===== src/rtl/stopwatch_time_counter.sv =====
// BCD MM:SS stopwatch counter with run/pause/clear control and a lap-hold display snapshot.
// Driven by a 1-cycle tick from the clock divider; all outputs are registered.
module stopwatch_time_counter #(
    parameter bit SATURATE = 1'b0
) (
    input  logic       clk,
    input  logic       rst,
    input  logic       tick,
    input  logic       start_stop,
    input  logic       clear,
    input  logic       lap,
    output logic [3:0] sec_ones,
    output logic [3:0] sec_tens,
    output logic [3:0] min_ones,
    output logic [3:0] min_tens,
    output logic       running,
    output logic       lap_active,
    output logic       overflow
);

    localparam int unsigned DIGIT_W = 4;

    typedef struct packed {
        logic [DIGIT_W-1:0] min_tens;
        logic [DIGIT_W-1:0] min_ones;
        logic [DIGIT_W-1:0] sec_tens;
        logic [DIGIT_W-1:0] sec_ones;
    } bcd_time_t;

    typedef enum logic [1:0] {
        IDLE    = 2'd0,
        RUNNING = 2'd1,
        PAUSED  = 2'd2
    } state_t;

    state_t    state_q, state_d;
    bcd_time_t live_q, live_d;
    bcd_time_t snap_q, snap_d;
    bcd_time_t disp_q, disp_d;
    bcd_time_t live_inc;
    logic      lap_q, lap_d;
    logic      ovf_q, ovf_d;
    logic      running_q;
    logic      wrap;

    // BCD carry chain: next value of the live count and whether it passes 59:59
    always_comb begin
        live_inc = live_q;
        wrap     = 1'b0;
        if (live_q.sec_ones == DIGIT_W'(9)) begin
            live_inc.sec_ones = '0;
            if (live_q.sec_tens == DIGIT_W'(5)) begin
                live_inc.sec_tens = '0;
                if (live_q.min_ones == DIGIT_W'(9)) begin
                    live_inc.min_ones = '0;
                    if (live_q.min_tens == DIGIT_W'(5)) begin
                        live_inc.min_tens = '0;
                        wrap              = 1'b1;
                    end else begin
                        live_inc.min_tens = live_q.min_tens + DIGIT_W'(1);
                    end
                end else begin
                    live_inc.min_ones = live_q.min_ones + DIGIT_W'(1);
                end
            end else begin
                live_inc.sec_tens = live_q.sec_tens + DIGIT_W'(1);
            end
        end else begin
            live_inc.sec_ones = live_q.sec_ones + DIGIT_W'(1);
        end
        if (wrap && SATURATE) begin
            live_inc = live_q;
        end
    end

    // Control FSM plus count/snapshot/lap next-state; clear dominates everything but reset
    always_comb begin
        state_d = state_q;
        live_d  = live_q;
        snap_d  = snap_q;
        lap_d   = lap_q;
        ovf_d   = 1'b0;
        if (clear) begin
            state_d = IDLE;
            live_d  = '0;
            snap_d  = '0;
            lap_d   = 1'b0;
        end else begin
            case (state_q)
                IDLE: begin
                    if (start_stop) state_d = RUNNING;
                end
                RUNNING: begin
                    if (start_stop) state_d = PAUSED;
                    if (tick) begin
                        live_d = live_inc;
                        ovf_d  = wrap;
                    end
                    if (lap) begin
                        lap_d = ~lap_q;
                        if (!lap_q) snap_d = live_q;
                    end
                end
                PAUSED: begin
                    if (start_stop) state_d = RUNNING;
                    if (lap) lap_d = 1'b0;
                end
                default: state_d = IDLE;
            endcase
        end
        disp_d = lap_d ? snap_d : live_d;
    end

    always_ff @(posedge clk) begin
        if (rst) begin
            state_q   <= IDLE;
            live_q    <= '0;
            snap_q    <= '0;
            disp_q    <= '0;
            lap_q     <= 1'b0;
            ovf_q     <= 1'b0;
            running_q <= 1'b0;
        end else begin
            state_q   <= state_d;
            live_q    <= live_d;
            snap_q    <= snap_d;
            disp_q    <= disp_d;
            lap_q     <= lap_d;
            ovf_q     <= ovf_d;
            running_q <= (state_d == RUNNING);
        end
    end

    assign sec_ones   = disp_q.sec_ones;
    assign sec_tens   = disp_q.sec_tens;
    assign min_ones   = disp_q.min_ones;
    assign min_tens   = disp_q.min_tens;
    assign running    = running_q;
    assign lap_active = lap_q;
    assign overflow   = ovf_q;

endmodule


===== config.mk =====
export PLATFORM = sky130hd
export DESIGN_NAME = stopwatch_time_counter
export DESIGN_NICKNAME = d
export VERILOG_FILES = /design/src/rtl/stopwatch_time_counter.sv
export SDC_FILE = /design/constraint.sdc
export NUM_CORES = 1
export LEC_CHECK = 0
export CAP_MARGIN = 20
export CORE_MARGIN = 3
export CORE_UTILIZATION = 45
export CTS_CLUSTER_DIAMETER = 40
export DETAILED_ROUTE_END_ITERATION = 12
export PLACE_DENSITY = 0.66
export SLEW_MARGIN = 0
export SYNTH_ARGS = -nofsm -noshare
export SYNTH_HDL_FRONTEND = slang
export SYNTH_SLANG_ARGS = --single-unit

===== constraint.sdc =====
create_clock -name clk -period 2.1 [get_ports clk]
set_clock_uncertainty 0.1 [all_clocks]
set_input_delay 0.42 -clock clk [delete_from_list [all_inputs] [get_ports clk]]
set_output_delay 0.42 -clock clk [all_outputs]
set_load 0.05 [all_outputs]

After elaboration in Yosys (flattened, before gate mapping)
Cells that the tools add are included.

cells by class
  add/sub/neg operators = 4
  multiply operators = 0
  divide/modulo/power cells = 0
  order comparisons = 0
  equality and inequality tests = 7
  shifts and indexed selects = 0
  mux-type cells = 24
  bitwise operators = 6
  reduce and logical (&&, ||, !) cells = 3

operators with widths
  operator                                             count
  two-way mux 16 bit                                   8
  two-way mux 4 bit                                    5
  adder 4 x 1 -> 4 bit, second input constant          4
  two-way mux 12 bit                                   1
  equality test 4 x 3 -> 1 bit, second input constant  2
  equality test 4 bit, second input constant           2
  two-way mux 8 bit                                    1
  OR reduction 7 bit                                   1
  two-way mux 2 bit                                    3
  NOT 1 bit                                            6
  equality test 2 x 1 -> 1 bit, second input constant  2
  two-way mux 1 bit                                    4
  case mux 2 bit (2 select lines)                      1
  equality test 2 bit, second input constant           1
  zero test 2 bit                                      1
  case mux 1 bit (2 select lines)                      1
  OR reduction 2 bit                                   1

word-level totals
  bits in registers = 53
  bits in latches = 0
  bits in writable memories = 0
  bits in read-only memories = 0
  logic and storage cells = 60
  memories = 0

Logic depth before layout (Yosys ltp)
Gate-level depths: netlist of the first run.

  word-level depth = 9
  gate-level depth with buffers = 9

Worst setup path before layout of the first run
OpenSTA, ideal clock, no wires.

  path type = reg-to-reg
  start point = register lap_q, in the netlist lap_active
  end point = register disp_q (netlist bit min_tens[0])
  library setup time = 0.121 ns
  data arrival time = 2.051 ns
  required time = 1.879 ns
  path slack = -0.171 ns
  cell stages (with the launch flop) = 5
  path buffers = 0
  cell sequence = dfxtp_1 ha_1 nand2b_1 a311oi_2 mux2_2

between the ends
  longest elaborated chain between the ends = 5
  elaborated cells between the ends (all ways) = 10
  classes of those cells = mux: 9; bitwise: 1

ends and longest elaborated chain
  element                                                                       RTL line  RTL
  start, declared                                                               41        logic lap_q, lap_d;
  start signal, assigned                                                        128       lap_q <= lap_d;
  NOT 1 bit / two-way mux 16 bit (equally long branches)                        100, 101
  two-way mux 1 bit / two-way mux 16 bit (equally long branches)                99        if (lap) begin
  case mux 1 bit (2 select lines) / two-way mux 16 bit (equally long branches)  89        case (state_q)
  two-way mux 1 bit / two-way mux 16 bit (equally long branches)                83        if (clear) begin
  two-way mux 16 bit (*)                                                        111       disp_d = lap_d ? snap_d : live_d;
  end signal, assigned                                                          127       disp_q <= disp_d;
  end, declared                                                                 39        bcd_time_t disp_q, disp_d;

Mark *: on every way between the ends. The rest lies on a longest branch, timed or not.
A chain may end at the register's enable or synchronous reset.

Worst setup path after layout of the first run
  start point = register lap_q, in the netlist lap_active
  end point = output port lap_active

RTL lines
  element        RTL line  RTL
  end, declared  17        output logic lap_active,

No word-level cell between the ends.

==> summary.md, run 1 <==
| Metric | Value |
|---|---|
| Status | complete, no violations |
| Clock transition at the registers of the reported paths | approximately 0.090 ns |
| Count of non-filler cells in the finished layout | 374 |
| Worst R2R End | min_tens[1]$_SDFF_PP0_ |
| Synthesized-area fraction occupied by ao, oa, aoi and oai cells | 0.177 |
| Count of final hold-check violations | 0 |
| Latest clock arrival within the worst-skew pair | 0.31 ns |
| Async set-reset flop share out of synthesis | 0 |
| Required time of the critical path | 1.58 ns |
| Floorplan die area | 6120 um^2 |
| Slowest stage delay, CP | about 0.8 ns |
| Number of enable-type register cells in the synthesized netlist | 0 |
| Post-synthesis simple-gate area fraction | 0.207 |
| Worst Setup Path Type | reg2out |
| Count of buffers from port buffering | 24 |
| Highest achievable clock rate | 491 MHz |
| Flip-flop and latch count after synthesis | 53 |
| Total placed cells including tap cells | about 370 |
| Switching Power | approximately 0.00045 W |
| Vias in the first global route | approximately 2000 |
| CTS H-tree depth | 2 |
| Setup WS post-layout | 0.0624 ns |
| Clock period minus final worst setup slack | 2.04 ns |
| Crit path max fanout | 6 |
| Post-placement setup slack | -0.304 ns |
| Max capacitance violation total | 0 |
| Area of the placeable core | 4880 um^2 |
| Mux share of post-synthesis cell area | 0.0570 |
| Synth warn | 0 |
| Worst min-delay path endpoint | snap_q[4]$_SDFF_PP0_ |
| Syn Nets | 275 |
| Worst setup SP type | register |
| Routed len/inst | 14.8 um |
| Hold Crit Start | snap_q[4]$_SDFF_PP0_ |
| Share of synthesized area occupied by flip-flops and latches | 0.452 |
| Arithmetic-cell share of the synthesized area counting full adders, half adders and majority gates | 0.0586 |
| Number of distinct library cell variants in the gate-level netlist after synthesis | 50 |
| Drt via density | 5.33 |
| Power per Cell Area | 613 nW/um^2 |
| Number of nets in the layout | 323 |
| Share of post-route cells with drive strength above 1 | 0.173 |
| Gate power share | 0.104 |
| Setup repair after global routing missed its margin | true |
| Post-Synthesis Mean Instance Area | roughly 9 um^2 |
| Critical register-to-register path startpoint | state_q[1]$_SDFF_PP0_ |
| Reg2reg setup slack | 0.10 ns |
| Summed instance area of the synthesized netlist | 2350 um^2 |
| Sum of net half-perimeters after detailed placement | 4160 um |
| Clock buffers created by TritonCTS | 5 |
| Detailed Routing Iterations Pass 1 | 4 |
| Height of the die | between 70 and 80 um |
| Buffering stage count on the worst path with inverters included | 1 |
| Main combinational cell family by area after synthesis | simple AND/OR/NAND/NOR gates |
| Initial antenna violation count | 0 |
| Total I/O pin count | 25 |
| Cell internal power dissipation | 0.00136 W |
| Synth Area in XOR/XNOR | 0.00373 |
| Post-CTS Hold Buffers | 0 |
| Hold Crit Depth | 2 |
| Final cycle utilization of the critical path | 0.970 |
| Measured slew at the worst slew-check pin | a little over 0.5 ns |
| Worst min-delay path category | reg2reg |
| Residual overflow from global routing | 0 |
| Placement row count | 25 |
| CTS root buf | sky130_fd_sc_hd__clkbuf_8 |
| Overall track demand over capacity in global routing | 0.197 |
| Post-route ant nets | 0 |
| Area of all placed cells without fillers | 2960 um^2 |
| Placed cell area | ~2800 um^2 |
| Crit path DAT | 1.52 ns |
| Buffer levels on the longest clock path | 2 |
| Via count | around 2000 |
| Peak supply drop | 0.380 mV |
| Global placer's final weighted congestion | slightly below 0.9 |
| TritonCTS clock tree | done |
| Clock share of power | 0.333 |
| Routed Wire Length | 5540 um |
| Share of total power in sequential cells | 0.563 |
| Iteration-0 DRC count of the detailed router | 108 |
| Worst-path cell chain | clkdlybuf4s50_1 |
| Max-slew violation count | 0 |
| Number of cells on the worst reg-to-reg path | 6 |
| Residual DRC | 0 |
| Slowest-stage cell, CP | sky130_fd_sc_hd__clkdlybuf4s50_1 |
| Lkg Pwr | between 1 and 1.5 nW |
| Initial Utilization | 0.481 |
| Most used DFF post-synth | sky130_fd_sc_hd__dfxtp_1 |
| Gate count of the mapped netlist | 258 |
| Number of inserted filler cells in the final layout | 458 |
| Final setup violating endpoints | 0 |
| Fraction of power spent switching nets | 0.249 |
| Clock sink total | 53 |
| Headroom to the max-slew limit | 0.653 |
| Worst setup EP type | output port |
| Layout-stage area growth over the synthesis result | 26.1% |
| Die width | a little under 80 um |
| Maximum number of pins on one net before global-route repair | 22 |
| Antenna diodes | 0 |
| Wire length of the first global-routing pass | 9460 um |
| Cell family with most CP delay | buffers and inverters |
state kept, by name, summed over array words and instances, names as in the netlist:
register    cells
min_tens        4
state_q         2
sec_ones        4
running         1
sec_tens        4
snap_q         16
overflow        1
lap_active      1
min_ones        4
live_q         16
power by group through the flow:
stage          Combinational, W  Clock, W  Sequential (W)
6_report               0.000189  0.000603         0.00102
3_3_place_gp           0.000183         0         0.00104
5_1_grt                0.000204  0.000654         0.00102
4_1_cts                0.000185  0.000617         0.00102
3_5_place_dp           0.000185         0         0.00104
2_1_floorplan         0.0000734         0         0.00108
repair_timing:
| action | CTS | global route |
|---|---|---|
| buffers inserted | 0 | 1 |
| gates resized for setup | 0 | 4 |
| setup endpoints to repair | 0 | 15 |
cells in the final DEF (no fill, tap or decap), types with 3 or more instances in the layout:
master	n
sky130_fd_sc_hd__a2111oi_0	3
sky130_fd_sc_hd__a21boi_0	4
sky130_fd_sc_hd__a21o_1	4
sky130_fd_sc_hd__a21oi_1	23
sky130_fd_sc_hd__a31o_2	3
sky130_fd_sc_hd__and3_1	4
sky130_fd_sc_hd__and3b_1	3
sky130_fd_sc_hd__buf_4	29
sky130_fd_sc_hd__clkbuf_8	6
sky130_fd_sc_hd__clkdlybuf4s50_1	24
sky130_fd_sc_hd__dfxtp_1	52
sky130_fd_sc_hd__ha_1	10
sky130_fd_sc_hd__inv_1	10
sky130_fd_sc_hd__mux2i_1	10
sky130_fd_sc_hd__nand2_1	27
sky130_fd_sc_hd__nand2b_1	3
sky130_fd_sc_hd__nand3_1	5
sky130_fd_sc_hd__nor2_1	28
sky130_fd_sc_hd__nor2b_1	7
sky130_fd_sc_hd__o21ai_0	6
sky130_fd_sc_hd__o22a_1	3
sky130_fd_sc_hd__or4_1	3
per-layer routing:
layer,GRT usage,share of wire,wire (um)
met5,0,0,0
met4,0.0874,0.024,131
met3,0.0424,0.039,214
met2,0.321,0.46,2540
met1,0.251,0.48,2650
worst max path at each step:
stage / startpoint / cells past startpoint / end
floorplan: lap_active$_SDFF_PP0_ / 4 / min_tens[0]$_SDFF_PP0_
CTS: lap / 7 / min_tens[0]$_SDFF_PP0_
global route: lap / 9 / min_ones[2]$_SDFF_PP0_
finish: lap_active$_SDFF_PP0_ / 1 / lap_active
detailed placement: lap / 7 / min_tens[0]$_SDFF_PP0_
global placement: lap / 7 / sec_tens[1]$_SDFF_PP0_
synthesized netlist by cell type, types with 4 or more instances:
cell | count | area (um^2)
sky130_fd_sc_hd__dfxtp_1 | 53 | 1060
sky130_fd_sc_hd__a21boi_0 | 4 | 30.0
sky130_fd_sc_hd__nand2_1 | 27 | 101
sky130_fd_sc_hd__and3b_1 | 4 | 35.0
sky130_fd_sc_hd__and3_1 | 4 | 25.0
sky130_fd_sc_hd__a21oi_1 | 23 | 115
sky130_fd_sc_hd__nand3_1 | 6 | 30.0
sky130_fd_sc_hd__o21ai_0 | 6 | 30.0
sky130_fd_sc_hd__nor2b_1 | 7 | 43.8
sky130_fd_sc_hd__ha_1 | 11 | 138
sky130_fd_sc_hd__buf_2 | 5 | 25.0
sky130_fd_sc_hd__mux2i_1 | 10 | 100
sky130_fd_sc_hd__clkbuf_1 | 6 | 22.5
sky130_fd_sc_hd__inv_1 | 10 | 37.5
sky130_fd_sc_hd__nor2_1 | 28 | 105
sky130_fd_sc_hd__a21o_1 | 4 | 30.0
cells by family after synthesis:
family                     after synthesis
AOI/OAI and AO/OA                       61
adders and majority gates               11
DFF                                     53
muxes                                   13
buffers and inverters                   24
and+or+nand+nor                         95
xor gates and xnor gates                 1
per-stage QoR:
stage | hold slack [ns] | total power, W | util | TNS [ns]
after global routing | 0.396 | 0.00188 | 0.607 | -0.108
final | 0.366 | 0.00181 | 0.607 | 0
after floorplan | 0.335 | 0.00115 | - | 0
after detailed placement | 0.357 | 0.00123 | 0.582 | -4.04
after global placement | 0.347 | 0.00123 | 0.582 | -3.90
after CTS | 0.368 | 0.00182 | 0.602 | 0
layout make-up:
cell class	instances	area, um^2	area share
timing repair buffer	54	478	0.161
multi-input combinational	181	1200	0.405
tap	67	83.8	0.0283
sequential	53	1060	0.359
inverter	11	41.3	0.0139
clock buffer	6	82.6	0.0279
clock inverter	2	13.8	0.00465
Power figures use the tool's default switching activity.
==> run 2, diff against run 1 <==
SETUP_SLACK_MARGIN = 0.02   (was not set)
==> run 2 against run 1 <==
  * Worst setup slack better by 0.012 ns
  * Sequential power hardly changed
  * Worst hold slack hardly changed
  * Critical path depth stayed put
  * Sequential share of layout area is 0.35 points lower
  * Critical endpoint is now min_tens[0]
==> summary.md, run 2 (synthesis gave the netlist of run 1 again) <==
| Metric | Value |
|---|---|
| Number of nets in the layout | about 320 |
| Buffer levels on the longest clock path | 2 |
| Final cycle utilization of the critical path | 0.965 |
| Area of the multi-input gates | about 1200 um^2 |
| Placed cell area | roughly 2800 um^2 |
| Buffering stage count on the worst path with inverters included | 1 |
| Height of the die | 78.2 um |
| Die width | 78.2 um |
| Met2 capacity usage during global routing | 0.321 |
| Worst setup EP type | output port |
| CTS root buf | sky130_fd_sc_hd__clkbuf_8 |
| Slowest-stage cell, CP | sky130_fd_sc_hd__clkdlybuf4s50_1 |
| Clock period minus final worst setup slack | 2.03 ns |
| Clock transition at the registers of the reported paths | 0.09 ns |
| Routed Wire Length | 5580 um |
| Residual DRC | 0 |
| Hold Crit Start | snap_q[12]$_SDFF_PP0_ |
| Commonest non-fill, non-tap cell in the layout | sky130_fd_sc_hd__dfxtp_1 |
| Worst min-delay path category | reg2reg |
| Area of all placed cells without fillers | 2990 um^2 |
| Via count | 1974 |
| Status | complete, no violations |
| Final setup violating endpoints | 0 |
| Setup repair after global routing missed its margin | true |
| Reg area | around 1100 um^2 |
| Max-slew violation count | 0 |
| Worst Setup Path Type | reg2out |
| Wire length of the first global-routing pass | ~9500 um |
| Share of post-route cells with drive strength above 1 | 0.186 |
| Measured slew at the worst slew-check pin | 0.520 ns |
| Area of the placeable core | 4880 um^2 |
| Max capacitance violation total | 0 |
| Highest achievable clock rate | 494 MHz |
| Critical register-to-register path startpoint | state_q[1]$_SDFF_PP0_ |
| Iteration-0 DRC count of the detailed router | 92 |
| Required time of the critical path | 1.58 ns |
| M1 GR Usage | 0.251 |
| Worst setup SP type | register |
| Number of inserted filler cells in the final layout | 458 |
| TritonCTS clock tree | done |
| Layout-stage area growth over the synthesis result | 27.3% |
| Slowest stage delay, CP | 0.82 ns |
| Total I/O pin count | 25 |
| Post-Route Setup TNS | 0 ns |
| Initial antenna violation count | 0 |
| CTS H-tree depth | 2 |
| Antenna diodes | 0 |
| Floorplan die area | a little over 6000 um^2 |
| Power per Cell Area | between 600 and 700 nW/um^2 |
| Met3 track utilization from global routing | 0.0424 |
| Crit path max fanout | 1 |
| Cell family with most CP delay | buffers and inverters |
| Placement row count | 25 |
| Crit path DAT | 1.51 ns |
| Clock sink total | 53 |
| Peak supply drop | 0.379 mV |
| Global placer's final weighted congestion | 0.873 |
| Registers with the most flip-flops | live_q (16), snap_q (16) |
| Global-route layer with the greatest usage | met2 |
| Leading cell types in the layout, fill and taps excluded | sky130_fd_sc_hd__dfxtp_1, sky130_fd_sc_hd__buf_4, sky130_fd_sc_hd__nand2_1, sky130_fd_sc_hd__nor2_1 |
| Overall track demand over capacity in global routing | 0.197 |
| Routed len/inst | ~15 um |
| Clock buffers created by TritonCTS | 5 |
| Residual overflow from global routing | 0 |
| Latest clock arrival within the worst-skew pair | 0.31 ns |
| Count of buffers from port buffering | 24 |
| Initial Utilization | 0.481 |
| Launch point of the critical path | min_tens[0]$_SDFF_PP0_ |
| Post-route ant nets | 0 |
| Vias in the first global route | a little under 2000 |
| Total placed cells including tap cells | roughly 370 |
| Count of final hold-check violations | 0 |
| Worst-path cell chain | clkdlybuf4s50_1 |
| Maximum number of pins on one net before global-route repair | 22 |
| Lkg Pwr | 1.20 nW |
| Drt via density | around 5.3 |
| Detailed Routing Iterations Pass 1 | 4 |
| Count of non-filler cells in the finished layout | 374 |
| Post-CTS Hold Buffers | 0 |
| Headroom to the max-slew limit | 0.652 |
| Sum of net half-perimeters after detailed placement | 4160 um |
## run 2: changes by cell type in the layout (fill, tap and decap cells not counted), sizes merged
| cell | delta |
|---|---|
| clkdlybuf4s50 | -1 |
| clkinv | -1 |
| dlymetal6s2s | +1 |
| inv | +1 |
## run 2: what timing repair did
| action | in CTS | in global routing |
|---|---|---|
| setup endpoints to repair | 0 | 15 |
| resized for setup | 0 | 12 |
| buffers inserted | 0 | 1 |
## run 2: per-stage QoR
| step | setup slack [ns] | util | hold WS (ns) | power, W |
|---|---|---|---|---|
| 6_report | 0.0739 | 0.613 | 0.366 | 0.00182 |
| 5_1_grt | -0.0159 | 0.613 | 0.396 | 0.00189 |
| 4_1_cts | 0.0378 | 0.602 | 0.368 | 0.00182 |
| 3_5_place_dp | -0.304 | 0.582 | 0.357 | 0.00123 |
| 3_3_place_gp | -0.270 | 0.582 | 0.347 | 0.00123 |
| 2_1_floorplan | 0.0384 | - | 0.335 | 0.00115 |
## run 2: report_power, final
part           internal, W  switching (W)  leakage (nW)  total [W]
Combinational    0.0000817       0.000114         0.717   0.000196
Clock             0.000268       0.000334        0.0512   0.000602
Sequential         0.00102     0.00000552         0.428    0.00102
Total              0.00137       0.000454          1.20    0.00182
## run 2: cell type report
type,count,area share
Clock buffer,6,0.0276
Clock inverter,2,0.00460
Inverter,11,0.0138
Multi-Input combinational cell,181,0.409
Sequential cell,53,0.355
Tap cell,67,0.0280
Timing Repair Buffer,54,0.162
## run 2: final timing paths
check	to	slack [ns]	cells after the start
worst min register to register	snap_q[12]$_SDFF_PP0_	0.37	2
worst min-delay path	snap_q[12]$_SDFF_PP0_	0.37	2
worst max register to register	min_tens[1]$_SDFF_PP0_	0.13	6
worst max-delay path	min_tens[0]	0.07	1
## run 2: routing by layer
metal,up-vias,routed length [um]
met2,36,2610
met5,-,0
met3,13,230
met1,921,2620
met4,0,119
li1,1004,-
==> run 3, diff against run 2 <==
CORE_MARGIN = 2   (was 3)
CTS_CLUSTER_DIAMETER = not set   (was 40)
==> run 3 against run 2 <==
  * Sequential cell count is the same
  * Global-route usage shrank 0.97 points
  * Core utilization shrank 2.8 points
  * Clock-buffer cell count is the same
  * Clock power shrank 7.3%
  * Largest cell class unchanged
  * Largest power group unchanged
==> summary.md, run 3 (synthesis gave the netlist of run 1 again) <==
| Metric | Value |
|---|---|
| Max capacitance violation total | 0 |
| Clock period minus final worst setup slack | 2.04 ns |
| Share of post-route cells with drive strength above 1 | 0.174 |
| Routed len/inst | 13.8 um |
| Die width | 76.2 um |
| Latest clock arrival within the worst-skew pair | 0.31 ns |
| Area of the placeable core | 5070 um^2 |
| Wire length of the first global-routing pass | 8830 um |
| Smallest hold slack | 0.370 ns |
| Post-placement setup slack | -0.287 ns |
| Detailed Routing Iterations Pass 1 | 4 |
| Floorplan die area | 5810 um^2 |
| Residual overflow from global routing | 0 |
| Clock buffers created by TritonCTS | 5 |
| Met2 WL | approximately 2500 um |
| TritonCTS clock tree | done |
| Layout-stage area growth over the synthesis result | 26.4% |
| Post-CTS Hold Buffers | 0 |
| Iteration-0 DRC count of the detailed router | 76 |
| Final Util | 0.585 |
| Clock transition at the registers of the reported paths | 0.09 ns |
| Worst min-delay path category | reg2reg |
| Leading cell types in the layout, fill and taps excluded | sky130_fd_sc_hd__dfxtp_1, sky130_fd_sc_hd__buf_4, sky130_fd_sc_hd__nand2_1, sky130_fd_sc_hd__nor2_1, sky130_fd_sc_hd__clkdlybuf4s50_1 |
| Worst setup SP type | input pin |
| Slowest stage delay, CP | 0.47 ns |
| Switching Power | 0.000442 W |
| Required time of the critical path | 2.21 ns |
| Slowest-stage cell, CP | sky130_fd_sc_hd__clkdlybuf4s50_1 |
| Final setup violating endpoints | 0 |
| Clock sink total | 53 |
| Overall track demand over capacity in global routing | 0.188 |
| Placement row count | 26 |
| Placed cell area | 2860 um^2 |
| Initial antenna violation count | 0 |
| Area of all placed cells without fillers | 2970 um^2 |
| Registers with the most flip-flops | live_q (16), snap_q (16) |
| Number of inserted filler cells in the final layout | about 500 |
| Total I/O pin count | 25 |
| Uppermost layer routed | met4 |
| Vias in the first global route | 1870 |
| Setup repair after global routing missed its margin | true |
| Routed Wire Length | 5230 um |
| Power per Cell Area | 597 nW/um^2 |
| Worst-path cell chain | clkdlybuf4s50_1 > inv_1 > ha_1 > nand2b_1 > buf_4 > a31oi_4 > nand2b_1 > o22a_1 |
| Highest achievable clock rate | 490 MHz |
| Crit path max fanout | 5 |
| WL met1 | 2490 um |
| Height of the die | around 76 um |
| Status | complete, no violations |
| Initial Utilization | 0.463 |
| Antenna diodes | 0 |
| Via count | 1984 |
| Most Frequent Cell on Critical Path | sky130_fd_sc_hd__nand2b_1 |
| Final cycle utilization of the critical path | 0.971 |
| Max-slew violation count | 0 |
| Maximum number of pins on one net before global-route repair | 16 |
| Drt via density | 5.22 |
| Headroom to the max-slew limit | 0.666 |
| Crit path DAT | roughly 2.2 ns |
| Fraction of power spent switching nets | 0.249 |
| Buffer levels on the longest clock path | 2 |
| Count of buffers from port buffering | 24 |
| CTS root buf | sky130_fd_sc_hd__clkbuf_8 |
| Share of total power in sequential cells | 0.576 |
| Gate power share | 0.109 |
| Sum of net half-perimeters after detailed placement | between 4000 and 5000 um |
| Worst setup EP type | register |
| Lkg Pwr | 1.18 nW |
| Clock share of power | 0.315 |
| Number of nets in the layout | 326 |
| Setup WS post-layout | 0.0612 ns |
| Global placer's final weighted congestion | 0.848 |
| Cell internal power dissipation | 0.00133 W |
| Worst Setup Path Type | in2reg |
| WL met3 | 154 um |
| Commonest non-fill, non-tap cell in the layout | sky130_fd_sc_hd__dfxtp_1 |
| Total Power | roughly 0.0018 W |
| CTS H-tree depth | 2 |
| Count of final hold-check violations | 0 |
| Measured slew at the worst slew-check pin | 0.500 ns |
| Residual DRC | 0 |
| Peak supply drop | 0.257 mV |
| Post-route ant nets | 0 |
==> run 3: power groups by stage <==
stage,clock (W),combinational [W],sequential (W)
after floorplan,0,0.0000734,0.00108
after global placement,0,0.000183,0.00104
after detailed placement,0,0.000185,0.00104
after CTS,0.000569,0.000185,0.00102
after global routing,0.000606,0.000210,0.00102
final,0.000558,0.000194,0.00102
==> run 3: layout make-up <==
cell class / instances / area, um^2 / share of cell area
clock inverter: 2 / 10.0 / 0.00337
timing repair buffer: 57 / 492 / 0.166
inverter: 11 / 41.3 / 0.0139
clock buffer: 6 / 72.6 / 0.0245
sequential: 53 / 1060 / 0.358
tap: 70 / 87.6 / 0.0295
multi-input combinational: 181 / 1200 / 0.405
==> run 3: path summary, 6_finish.rpt <==
check                             start                      to  slack [ns]  cells past startpoint
setup / recovery                    lap  sec_ones[1]$_SDFF_PP0_        0.06                      8
hold / removal     snap_q[5]$_SDFF_PP0_    snap_q[5]$_SDFF_PP0_        0.37                      2
setup reg to reg  state_q[0]$_SDFF_PP0_  min_tens[0]$_SDFF_PP0_        0.14                      6
hold reg to reg    snap_q[5]$_SDFF_PP0_    snap_q[5]$_SDFF_PP0_        0.37                      2
==> run 3: metal layers <==
metal	track usage	vias up
li1	-	1005
met1	0.250	950
met2	0.308	25
met3	0.0391	4
met4	0.0545	0
met5	0	-
==> run 3: timing repair <==
item	in CTS	in global routing
hold endpoints to repair	0	0
resized for setup	0	5
endpoints found under the setup margin	0	14
buffers inserted	0	1
==> run 3: through the flow <==
| stage | TNS, ns | cells |
|---|---|---|
| floorplan | 0 | 258 |
| global placement | -3.66 | 371 |
| detailed placement | -4.01 | 371 |
| CTS | 0 | 379 |
| global route | -0.0557 | 380 |
| finish | 0 | 380 |
==> run 3: critical path, delay by kind of cell <==
kind,cells,cell delay (ns)
AO/OA/AOI/OAI,2,0.43
adder cells (fa/ha/maj),1,0.28
buffers and inverters,3,0.68
AND/OR/NAND/NOR,2,0.33
